## src/rtl/uart_pkg.sv

```systemverilog
// rtl/uart_pkg.sv - shared UART framing constants and state encoding
// The PARITY state only exists when UART_TX_PARITY_EN is defined.
package uart_pkg;

  localparam int   DATA_BITS            = 8;
  localparam logic START_LEVEL          = 1'b0;
  localparam logic STOP_LEVEL           = 1'b1;
  localparam int   DEFAULT_CLKS_PER_BIT = 868;

  typedef enum logic [2:0] {
    IDLE,
    START,
    DATA,
`ifdef UART_TX_PARITY_EN
    PARITY,
`endif
    STOP
  } uart_state_t;

endpackage

```

## src/rtl/uart_baud_tick.sv

```systemverilog
// rtl/uart_baud_tick.sv - bit-period counter; one-cycle tick on the last cycle of each bit
module uart_baud_tick
  import uart_pkg::*;
#(
  parameter int CLKS_PER_BIT = DEFAULT_CLKS_PER_BIT
) (
  input  logic clk,
  input  logic reset,
  input  logic enable,
  input  logic load,
  output logic tick
);

  localparam int CW = (CLKS_PER_BIT > 2) ? $clog2(CLKS_PER_BIT) : 1;
  localparam logic [CW-1:0] LAST = CW'(CLKS_PER_BIT - 1);

  logic [CW-1:0] cnt;

  assign tick = enable && (cnt == LAST);

  // Wrapping on tick makes every bit boundary a restart point.
  always_ff @(posedge clk or posedge reset) begin
    if (reset) begin
      cnt <= '0;
    end else if (load || !enable || tick) begin
      cnt <= '0;
    end else begin
      cnt <= cnt + CW'(1);
    end
  end

endmodule

```

## src/rtl/uart_tx.sv

```systemverilog
// rtl/uart_tx.sv - UART transmitter, 8N1 by default
// Define UART_TX_PARITY_EN to add an even-parity bit (8E1).
module uart_tx
  import uart_pkg::*;
#(
  parameter int CLKS_PER_BIT = DEFAULT_CLKS_PER_BIT
) (
  input  logic        clk,
  input  logic        reset,
  input  logic        tx_valid,
  input  logic [7:0]  tx_data,
  output logic        tx_ready,
  output logic        txd,
  output logic        tx_busy,
  output logic [31:0] tx_count
);

  uart_state_t          state;
  uart_state_t          next_state;
  logic [DATA_BITS-1:0] shift_reg;
  logic [2:0]           bit_idx;
  logic [31:0]          count_q;
  logic                 tick;
  logic                 accept;
`ifdef UART_TX_PARITY_EN
  logic                 parity_q;
`endif

  assign tx_ready = (state == IDLE);
  assign tx_busy  = !tx_ready;
  assign tx_count = count_q;
  assign accept   = tx_valid && tx_ready;

  uart_baud_tick #(
    .CLKS_PER_BIT(CLKS_PER_BIT)
  ) u_baud (
    .clk   (clk),
    .reset (reset),
    .enable(state != IDLE),
    .load  (accept),
    .tick  (tick)
  );

  always_ff @(posedge clk or posedge reset) begin
    if (reset) begin
      state <= IDLE;
    end else begin
      state <= next_state;
    end
  end

  always_comb begin
    next_state = state;
    txd        = STOP_LEVEL;
    case (state)
      IDLE: begin
        if (accept) next_state = START;
      end
      START: begin
        txd = START_LEVEL;
        if (tick) next_state = DATA;
      end
      DATA: begin
        txd = shift_reg[0];
        if (tick && (bit_idx == 3'(DATA_BITS - 1))) begin
`ifdef UART_TX_PARITY_EN
          next_state = PARITY;
`else
          next_state = STOP;
`endif
        end
      end
`ifdef UART_TX_PARITY_EN
      PARITY: begin
        txd = parity_q;
        if (tick) next_state = STOP;
      end
`endif
      STOP: begin
        txd = STOP_LEVEL;
        if (tick) next_state = IDLE;
      end
      default: next_state = IDLE;
    endcase
  end

  // Data is captured only at acceptance, so tx_data may change freely mid-frame.
  always_ff @(posedge clk or posedge reset) begin
    if (reset) begin
      shift_reg <= '0;
      bit_idx   <= '0;
      count_q   <= '0;
`ifdef UART_TX_PARITY_EN
      parity_q  <= 1'b0;
`endif
    end else begin
      if (accept) begin
        shift_reg <= tx_data;
        bit_idx   <= '0;
`ifdef UART_TX_PARITY_EN
        parity_q  <= ^tx_data;
`endif
      end else if (state == DATA && tick) begin
        shift_reg <= shift_reg >> 1;
        bit_idx   <= bit_idx + 3'd1;
      end
      if (state == STOP && tick) begin
        count_q <= count_q + 32'd1;
      end
    end
  end

endmodule
```

## config.mk

```make
export PLATFORM = sky130hd
export DESIGN_NAME = uart_tx
export DESIGN_NICKNAME = d
export VERILOG_FILES = /design/src/rtl/uart_pkg.sv /design/src/rtl/uart_baud_tick.sv /design/src/rtl/uart_tx.sv
export SDC_FILE = /design/constraint.sdc
export NUM_CORES = 1
export LEC_CHECK = 0
export BUFFER_PORTS_ARGS = -buffer_cell sky130_fd_sc_hd__buf_2
export CORE_ASPECT_RATIO = 1.2
export CORE_MARGIN = 4
export CORE_UTILIZATION = 35
export DETAILED_ROUTE_END_ITERATION = 10
export HOLD_SLACK_MARGIN = 0.02
export PLACE_DENSITY = 0.59
export REMOVE_ABC_BUFFERS = 1
export SYNTH_ARGS = -nofsm -noshare
export SYNTH_HDL_FRONTEND = slang
export SYNTH_SLANG_ARGS = --single-unit
```

## constraint.sdc

```tcl
create_clock -name clk -period 3 [get_ports clk]
set_clock_uncertainty 0.15 [all_clocks]
set_input_delay 0.9 -clock clk [delete_from_list [all_inputs] [get_ports clk]]
set_output_delay 0.9 -clock clk [all_outputs]
set_load 0.01 [all_outputs]
```

==> qor.yml, run 1 <==
status:
  status: "finished, final reports clean"
die:
  die_h_um: 104
  ioPinCount: 46
  num_rows: 34
  start_util_pct: 36.4
  die_w_um: 87.6
  core_area_um2: 7320
  die-area_um2: 9070
finish:
  fillers: 734
  layout-drive-gt1-share_pct: 22.8
  fin_nets: 320
  final_cell_count_no_fill: 392
  fin_util_pct: 42.3
  largest_register_ff_count: 32
  area_growth_pct: 16.2
  layout_common_cells: "55 x dfrtp_1, 45 x buf_2, 27 x nand2_1, 27 x xnor2_1, 24 x nor2_1"
  design_area_um2: 3090
  num_antenna_cells: 0
  layout_commonest_cell: "dfrtp_1"
drt:
  vias: 1956
  firstDrtPassIters: 5
  ant_nets: 0
  drc: 0
  avgViaCountPerCell: 4.99
  drt_iter0_drc: 49
  wl_per_cell_um: 13.3
  wl_um: 5230
timing:
  report.final.hold_viol_count: 0
  max_slew_margin_pct: 60.0
  fin_tns_setup_ns: 0
  max_freq_mhz: 401
  fin_crit_sh_pct: 83.1
  setup_violations: 0
  period_needed_ns: 2.49
  worstMarginPinSlew_ns: 0.599
  holdWs_ns: 0.330
  rsz0062_at_grt: "false"
  slew_violations: 0
job:
  cap_viol_max_count: 0
critical_path:
  cp_num_buf_inv: 2
  path_class: "reg -> out"
  cp_top_family: "flip-flops"
  cp_max_fo: 6
  slowest_delay_ns: 0.42
  cp_cell_sequence: "inv_1 > ha_1 > mux2i_1 > buf_2"
  cp_slowest_cell: "dfrtp_1"
  required_ns: 1.95
  end_kind: "output pin"
  startpoint_type: "register"
  worstPathArrival_ns: 1.44
synth:
  syn_area_um2: 2660
  synth_seq_area_share_pct: 51.7
  yosysWarnings: 0
  postSynthAreaPerCell_um2: 10.5
  synthCells: 253
  synth.top_cell.area_share_pct: 51.7
  ys_ff_latch: 55
  synth_top_area_cell: "dfrtp_1"
  ys_types: 34
  ys_top_cells_by_area: "dfrtp_1 52%, xnor2_1 8.9%, xor2_1 3.9%"
cts:
  htreeDepth: 2
  clk_latency_ns: 0.33
  cts_sinks: 55
  cts_made_buffers: 5
  tritoncts: "yes"
  cts_hold_buf: 0
  ctsRootBufferMaster: "clkbuf_8"
  cts.path.max_buffers: 2
  post_cts_resized: 0
  cts_setup_buffers: 0
  cts.clk_slew.worst_paths_ns: 0.10
global_routing:
  grt_pass1_wl_um: 9110
  grt_max_degree: 31
  first_global_vias: 1917
  antenna_found_initial: 0
  overflow: 0
  grt_use_total_pct: 12.4
power:
  p_per_area_nw_per_um2: 560
  peakVddDrop_mv: 0.316
  leakage_nw: 1.55
worst_hold_path:
  hp-class: "reg -> reg"
placed_design:
  dp_hpwl_um: 3920
  port_buffers: 45
  dpl.cell_count: 384
  placed_area_um2: 3000
  gp_congestion: 0.806
## cell usage after synthesis, drive strengths merged
library cell	n
xor2	12
mux2i	1
nor2	24
nor3	6
o32a	1
a21oi	8
o22ai	6
nand4	14
inv	14
ha	8
mux2	2
clkbuf	2
nand4bb	1
a31oi	1
nor4	3
and3	8
nand3	18
o21ai	2
buf	5
and2	2
or4b	1
and4	2
dfrtp	55
or2	1
xnor2	27
nand2	27
nor2b	2
## path summary, 6_finish.rpt
path	start	endpoint	cells after the start	slack [ns]
setup reg to reg	state[0]$_DFFE_PP0P_	tx_count[31]$_DFFE_PP0P_	8	0.76
hold / removal	tx_count[31]$_DFFE_PP0P_	tx_count[31]$_DFFE_PP0P_	1	0.33
min in group asynchronous	reset	tx_count[27]$_DFFE_PP0P_	2	0.48
hold reg to reg	tx_count[31]$_DFFE_PP0P_	tx_count[31]$_DFFE_PP0P_	1	0.33
max in group asynchronous	reset	tx_count[9]$_DFFE_PP0P_	3	1.64
setup / recovery	state[0]$_DFFE_PP0P_	txd	4	0.51
## per-stage QoR
step / worst slack [ns] / total power [W]
6_report: 0.508 / 0.00173
5_1_grt: 0.365 / 0.00185
4_1_cts: 0.479 / 0.00176
3_5_place_dp: 0.756 / 0.00133
3_3_place_gp: 0.796 / 0.00132
2_1_floorplan: 0.499 / 0.00120
## layer usage
| metal | GRT usage [%] | part of all wire (%) | up-vias |
|---|---|---|---|
| met3 | 2.94 | 5.3 | 7 |
| met1 | 15.8 | 44 | 949 |
| met5 | 0 | 0 | - |
| met4 | 3.95 | 1.4 | 0 |
| met2 | 20.5 | 49 | 43 |
| li1 | - | - | 957 |
## logic make-up (layout without fill, tap and decap cells)
logic type      after synthesis  after routing  synth area share, %
mux                           3              3                 1.22
fa+ha+maj                     8              8                 3.76
buf+inv                      21             70                 3.29
compound gates               18             18                 4.04
flops                        55             55                 51.7
xor+xnor                     39             39                 12.8
simple gates                109            109                 23.2
## final cells by class
| cell class | count | area [µm²] | share of cell area (%) |
|---|---|---|---|
| inverter | 14 | 52.6 | 1.70 |
| clock inverter | 3 | 23.8 | 0.769 |
| multi-input combinational | 177 | 1200 | 38.8 |
| clock buffer | 5 | 68.8 | 2.22 |
| tap | 90 | 113 | 3.64 |
| timing repair buffer | 48 | 260 | 8.41 |
| sequential | 55 | 1380 | 44.5 |
## power breakdown
group / leakage [nW] / internal [W] / switching [W]
logic: 0.774 / 0.000175 / 0.000235
registers: 0.739 / 0.000831 / 0.0000669
clock network: 0.0408 / 0.000168 / 0.000257
Power figures use the tool's default switching activity.
==> run 2, diff against run 1 <==
PLACE_DENSITY = 0.61   (was 0.59)
clock period = 2.2 ns   (was 3 ns; I/O delays follow)
==> run 2 against run 1 <==
Clock power increased by 36%. Largest power group unchanged. Critical path depth increased by 1. Sequential share of layout area decreased by 1.9 points. Flip-flop and latch count is the same. Non-clock buffer count increased by 13. Count of clock-buffer cells in the layout is the same. Via count rose by 1.2%. Core utilization grew 1.9 points. Die area stayed put.
==> qor.yml, run 2 (synthesis results as in run 1) <==
critical_path:
  cp_slowest_cell: "or4b_4"
  cp_top_family: "simple AND/OR/NAND/NOR gates"
  worstPathArrival_ns: 2.19
  slowest_delay_ns: 0.57
  cp_max_fo: 5
  required_ns: 2.25
  path_class: "reg -> reg"
  cp_cell_sequence: "or4b_4 > nor3_4 > a21oi_1 > nor3_2 > mux2_4"
  startpoint_type: "register"
  cp-startpoint: "u_baud.cnt[3]$_DFF_PP0_"
  end_kind: "register"
  cp_num_buf_inv: 0
  rr_startpoint: "u_baud.cnt[3]$_DFF_PP0_"
timing:
  max_slew_margin_pct: 72.5
  report.final.hold_viol_count: 0
  worstMarginPinSlew_ns: 0.410
  period_needed_ns: 2.14
  slew_violations: 0
  max_freq_mhz: 467
  holdWs_ns: 0.214
  fin_crit_sh_pct: 97.4
  fin_tns_setup_ns: 0
  setup_violations: 0
power:
  intPower_w: 0.00168
  power_switching_share_pct: 32.0
  leakage_nw: 1.63
  power.share.sequential_pct: 48.8
  p_sw_w: 0.000790
  peakVddDrop_mv: 0.453
  p_per_area_nw_per_um2: 764
  pwr-share-comb_pct: 27.9
  pwr-share-clk_pct: 23.3
cts:
  ctsRootBufferMaster: "clkbuf_8"
  cts_sinks: 55
  htreeDepth: 2
  cts.path.max_buffers: 2
  clk_latency_ns: 0.32
  cts.clk_slew.worst_paths_ns: 0.10
  tritoncts: "yes"
  cts_made_buffers: 5
  cts_hold_buf: 0
die:
  core_area_um2: 7320
  num_rows: 34
  die-area_um2: 9070
  die_w_um: 87.6
  die_h_um: 104
  start_util_pct: 36.4
  ioPinCount: 46
finish:
  area.sequential_um2: 1380
  largest_register_ff_count: 32
  layout_commonest_cell: "dfrtp_1"
  fin_util_pct: 44.2
  layout_common_cells: "55 x dfrtp_1, 45 x buf_2, 27 x xnor2_1, 26 x nand2_1, 23 x nor2_1"
  area_growth_pct: 21.4
  multi_input_area_um2: 1220
  num_antenna_cells: 0
  fin_nets: 333
  layout-drive-gt1-share_pct: 28.3
  final_cell_count_no_fill: 405
  fillers: 728
  design_area_um2: 3230
drt:
  vias: 1980
  avgViaCountPerCell: 4.89
  ant_nets: 0
  drt_iter0_drc: 95
  wl_um: 5230
  wl_per_cell_um: 12.9
  firstDrtPassIters: 4
  drc: 0
global_routing:
  overflow: 0
  grtUsageMet3_pct: 2.86
  use_met2_pct: 20.9
  grt_pass1_wl_um: 8780
  antenna_found_initial: 0
  grtUsageMet1_pct: 13.8
  first_global_vias: 2012
  gr-max-usage-layer: "met2"
  grt_max_degree: 37
  grt_use_total_pct: 11.9
placed_design:
  dpl.cell_count: 393
  dp_hpwl_um: 3870
  port_buffers: 45
  gp_congestion: 0.766
  placed_area_um2: 3080
job:
  cap_viol_max_count: 0
worst_hold_path:
  hp-class: "in -> async"
status:
  status: "finished, final reports clean"
-- run 2: through the flow --
step	power [W]	setup WS, ns
3_5_place_dp	0.00186	0.0251
6_report	0.00247	0.0582
5_1_grt	0.00264	-0.0175
2_1_floorplan	0.00163	-0.301
4_1_cts	0.00246	0.0108
3_3_place_gp	0.00185	0.0515
-- run 2: layout make-up --
cell class              count  share of cell area, %
multi-input cells         177                   37.9
repair buffers             61                   11.6
inverters                  14                   1.63
clock buffers               5                   2.13
well taps                  90                   3.48
clock inverters             3                  0.735
flip-flops and latches     55                   42.6
-- run 2: final timing paths --
| path | to | slack (ns) | cells past startpoint |
|---|---|---|---|
| worst max-delay path | state[1]$_DFFE_PP0P_ | 0.06 | 5 |
| worst min-delay path | shift_reg[2]$_DFFE_PP0P_ | 0.21 | 3 |
| worst max register to register | state[1]$_DFFE_PP0P_ | 0.06 | 5 |
| worst min register to register | tx_count[31]$_DFFE_PP0P_ | 0.33 | 1 |
| max in group asynchronous | tx_count[31]$_DFFE_PP0P_ | 1.47 | 3 |
| min in group clk | tx_count[31]$_DFFE_PP0P_ | 0.33 | 1 |
-- run 2: power by group through the flow --
stage | Combinational [W] | Sequential [W] | Clock, W
floorplan | 0.000416 | 0.00122 | 0
finish | 0.000689 | 0.00120 | 0.000577
CTS | 0.000649 | 0.00120 | 0.000612
detailed placement | 0.000642 | 0.00122 | 0
global route | 0.000777 | 0.00122 | 0.000650
global placement | 0.000632 | 0.00122 | 0
-- run 2: tightest hold or removal path, delay by kind of cell --
family | cells | cell delay (ns)
buf+inv | 3 | 0.36
-- run 2: repair_timing --
action | in CTS | in global routing
buffers inserted | 0 | 4
pin swaps | 0 | 5
setup endpoints to repair | 1 | 18
resized for setup | 1 | 9
-- run 2: metal layers --
metal,share of wire (%),vias to the layer above
met3,4.9,5
li1,-,973
met2,50,41
met5,0,-
met4,1.3,0
met1,43,961
==> run 3, diff against run 2 <==
SYNTH_HIERARCHICAL = 1   (was default)
==> run 3 against run 2 <==
The flow now finishes with violations (setup timing). Sequential share of layout area is 2.7 points lower. Global-route usage increased by 1.1 points. Via count up 1.7%. Critical path type unchanged. Largest cell class unchanged.
==> qor.yml, run 3 <==
critical_path:
  startpoint_type: "register"
  cp-startpoint: "u_baud/cnt[0]$_DFF_PP0_"
  cp_max_fo: 7
  path_class: "reg -> reg"
  rr_startpoint: "u_baud/cnt[0]$_DFF_PP0_"
  end_kind: "register"
  required_ns: 2.25
  worstPathArrival_ns: 2.32
  cp_slowest_cell: "dfrtp_1"
  slowest_delay_ns: 0.37
  cp_cell_sequence: "ha_2 > nor4b_4 > nand3b_1 > nor3_2 > buf_4 > nand4_4 > nor4_4 > buf_4 > nand4_1 > xnor2_1"
  crit_top_cell: "buf_4"
cts:
  htreeDepth: 2
  clk_latency_ns: 0.30
  ctsRootBufferMaster: "clkbuf_8"
  cts.path.max_buffers: 2
  cts_hold_buf: 0
  cts_made_buffers: 5
  cts.clk_slew.worst_paths_ns: 0.10
  tritoncts: "yes"
  cts_sinks: 55
timing:
  rsz0062_at_grt: "true"
  worstMarginPinSlew_ns: 0.498
  max_freq_mhz: 440
  period_needed_ns: 2.27
  report.final.hold_viol_count: 0
  fin_ws_ns: -0.0735
  max_slew_margin_pct: 66.5
  fin_crit_sh_pct: 103
  slew_violations: 0
  setup_violations: 12
synth:
  syn_area_um2: 2640
  ys_types: 36
  ys_top_cells_by_area: "dfrtp_1 52%, xnor2_1 8.6%, xor2_1 4.3%"
  yosysWarnings: 6
  synthCells: 245
  synth_edf_count: 0
  async_reset_ff_share_pct: 100
  yosysMostFrequentCell: "dfrtp_1"
  synth_seq_area_share_pct: 52.1
  postSynthAreaPerCell_um2: 10.8
  ys.flop_type: "dfrtp_1"
  synth_top_area_cell: "dfrtp_1"
  yosys-top-cells-count: "55 x dfrtp_1, 26 x xnor2_1, 25 x nand2_1, 20 x nor2_1, 17 x nand4_1"
  ys_ff_latch: 55
  synth.top_cell.area_share_pct: 52.1
finish:
  layout_common_cells: "55 x dfrtp_1, 45 x buf_2, 28 x buf_4, 25 x xnor2_1, 24 x nand2_1"
  area_growth_pct: 30.4
  layout_commonest_cell: "dfrtp_1"
  fin_nets: 340
  fillers: 724
  largest_register_ff_count: 32
  layout-drive-gt1-share_pct: 34.5
  num_antenna_cells: 0
  final_cell_count_no_fill: 412
drt:
  wl_per_cell_um: 13.2
  drc: 0
  wl_um: 5460
  vias: 2013
  avgViaCountPerCell: 4.89
  drt_iter0_drc: 92
  ant_nets: 0
  firstDrtPassIters: 4
die:
  core_area_um2: 7320
  ioPinCount: 46
  num_rows: 34
  die-area_um2: 9010
  die_w_um: 87.3
  start_util_pct: 36.1
  die_h_um: 103
status:
  status: "finished, violations left"
  violations: "setup timing"
global_routing:
  first_global_vias: 1936
  antenna_found_initial: 0
  grt_max_degree: 46
  grt_pass1_wl_um: 9200
  grt_use_total_pct: 13.0
  overflow: 0
placed_design:
  gp_congestion: 0.816
  dpl.cell_count: 400
  port_buffers: 45
  dpl_worst_slack_ns: -0.301
  dp_hpwl_um: 3990
power:
  peakVddDrop_mv: 0.358
  leakage_nw: 1.77
  p_per_area_nw_per_um2: 782
job:
  cap_viol_max_count: 0
worst_hold_path:
  hp-class: "in -> async"
-- run 3: cell types whose count changed after synthesis, moves of 3 or more --
cell,change
a21oi_1,-5
and3_1,-5
inv_1,-3
mux2i_1,+7
nand3_1,-3
nand4_1,+3
nor2_1,-4
o21ai_0,+6
o22ai_1,-6
-- run 3: stage by stage --
step / utilization [%] / hold slack, ns / area (µm²) / power, W / TNS (ns)
floorplan: - / 0.274 / 2610 / 0.00164 / -21.26
global placement: 43.2 / 0.314 / 3160 / 0.00191 / -1.38
detailed placement: 43.2 / 0.323 / 3160 / 0.00193 / -5.60
CTS: 46.0 / 0.189 / 3360 / 0.00271 / -0.948
global route: 47.1 / 0.213 / 3450 / 0.00286 / -3.90
finish: 47.1 / 0.187 / 3450 / 0.00270 / -0.303
-- run 3: what timing repair did --
action | CTS | global route
endpoints found under the setup margin | 31 | 33
setup buffers | 3 | 3
pin swaps | 14 | 13
hold endpoints to repair | 0 | 0
resized for setup | 15 | 14
-- run 3: path summary, 6_finish.rpt --
path,end,slack [ns],cells after the start
setup / recovery,tx_count[25]$_DFFE_PP0P_,-0.07,10
hold / removal,u_baud/cnt[9]$_DFF_PP0_,0.19,2
setup reg to reg,tx_count[25]$_DFFE_PP0P_,-0.07,10
hold reg to reg,tx_count[31]$_DFFE_PP0P_,0.33,1
max in group asynchronous,tx_count[1]$_DFFE_PP0P_,1.44,3
min in group clk,tx_count[31]$_DFFE_PP0P_,0.33,1
-- run 3: routing by layer --
metal	part of all wire, %	up-vias	global-route usage (%)	wire length (µm)
met4	1.7	0	5.67	95
li1	-	986	-	-
met3	3.5	6	2.61	191
met5	0	-	0	0
met2	51	31	21.2	2760
met1	44	990	16.8	2410
-- run 3: final cells by class --
cell class | instances | area, µm² | area share [%]
Clock buffer | 5 | 68.8 | 2.00
Inverter | 11 | 41.3 | 1.20
Tap cell | 90 | 113 | 3.27
Sequential cell | 55 | 1380 | 39.9
Multi-Input combinational cell | 172 | 1330 | 38.5
Clock inverter | 3 | 43.8 | 1.27
Timing Repair Buffer | 76 | 478 | 13.9
-- run 3: power breakdown --
group	internal [W]	switching, W
sequential	0.00114	0.0000701
combinational	0.000398	0.000415
clock	0.000340	0.000335
-- run 3: worst max-delay path: cells and delay by family (launching register included) --
| family | cells | cell delay, ns |
|---|---|---|
| AND/OR/NAND/NOR | 6 | 0.95 |
| flip-flops | 1 | 0.37 |
| buffers and inverters | 2 | 0.36 |
| adder cells (fa/ha/maj) | 1 | 0.19 |
| XOR/XNOR | 1 | 0.16 |
-- run 3: logic make-up after synthesis --
| logic type | synth area share (%) |
|---|---|
| AOI/OAI and AO/OA | 3.27 |
| xor gates and xnor gates | 12.9 |
| adders and majority gates | 3.79 |
| buffers and inverters | 2.98 |
| DFF | 52.1 |
| muxes | 3.88 |
| and+or+nand+nor | 21.1 |
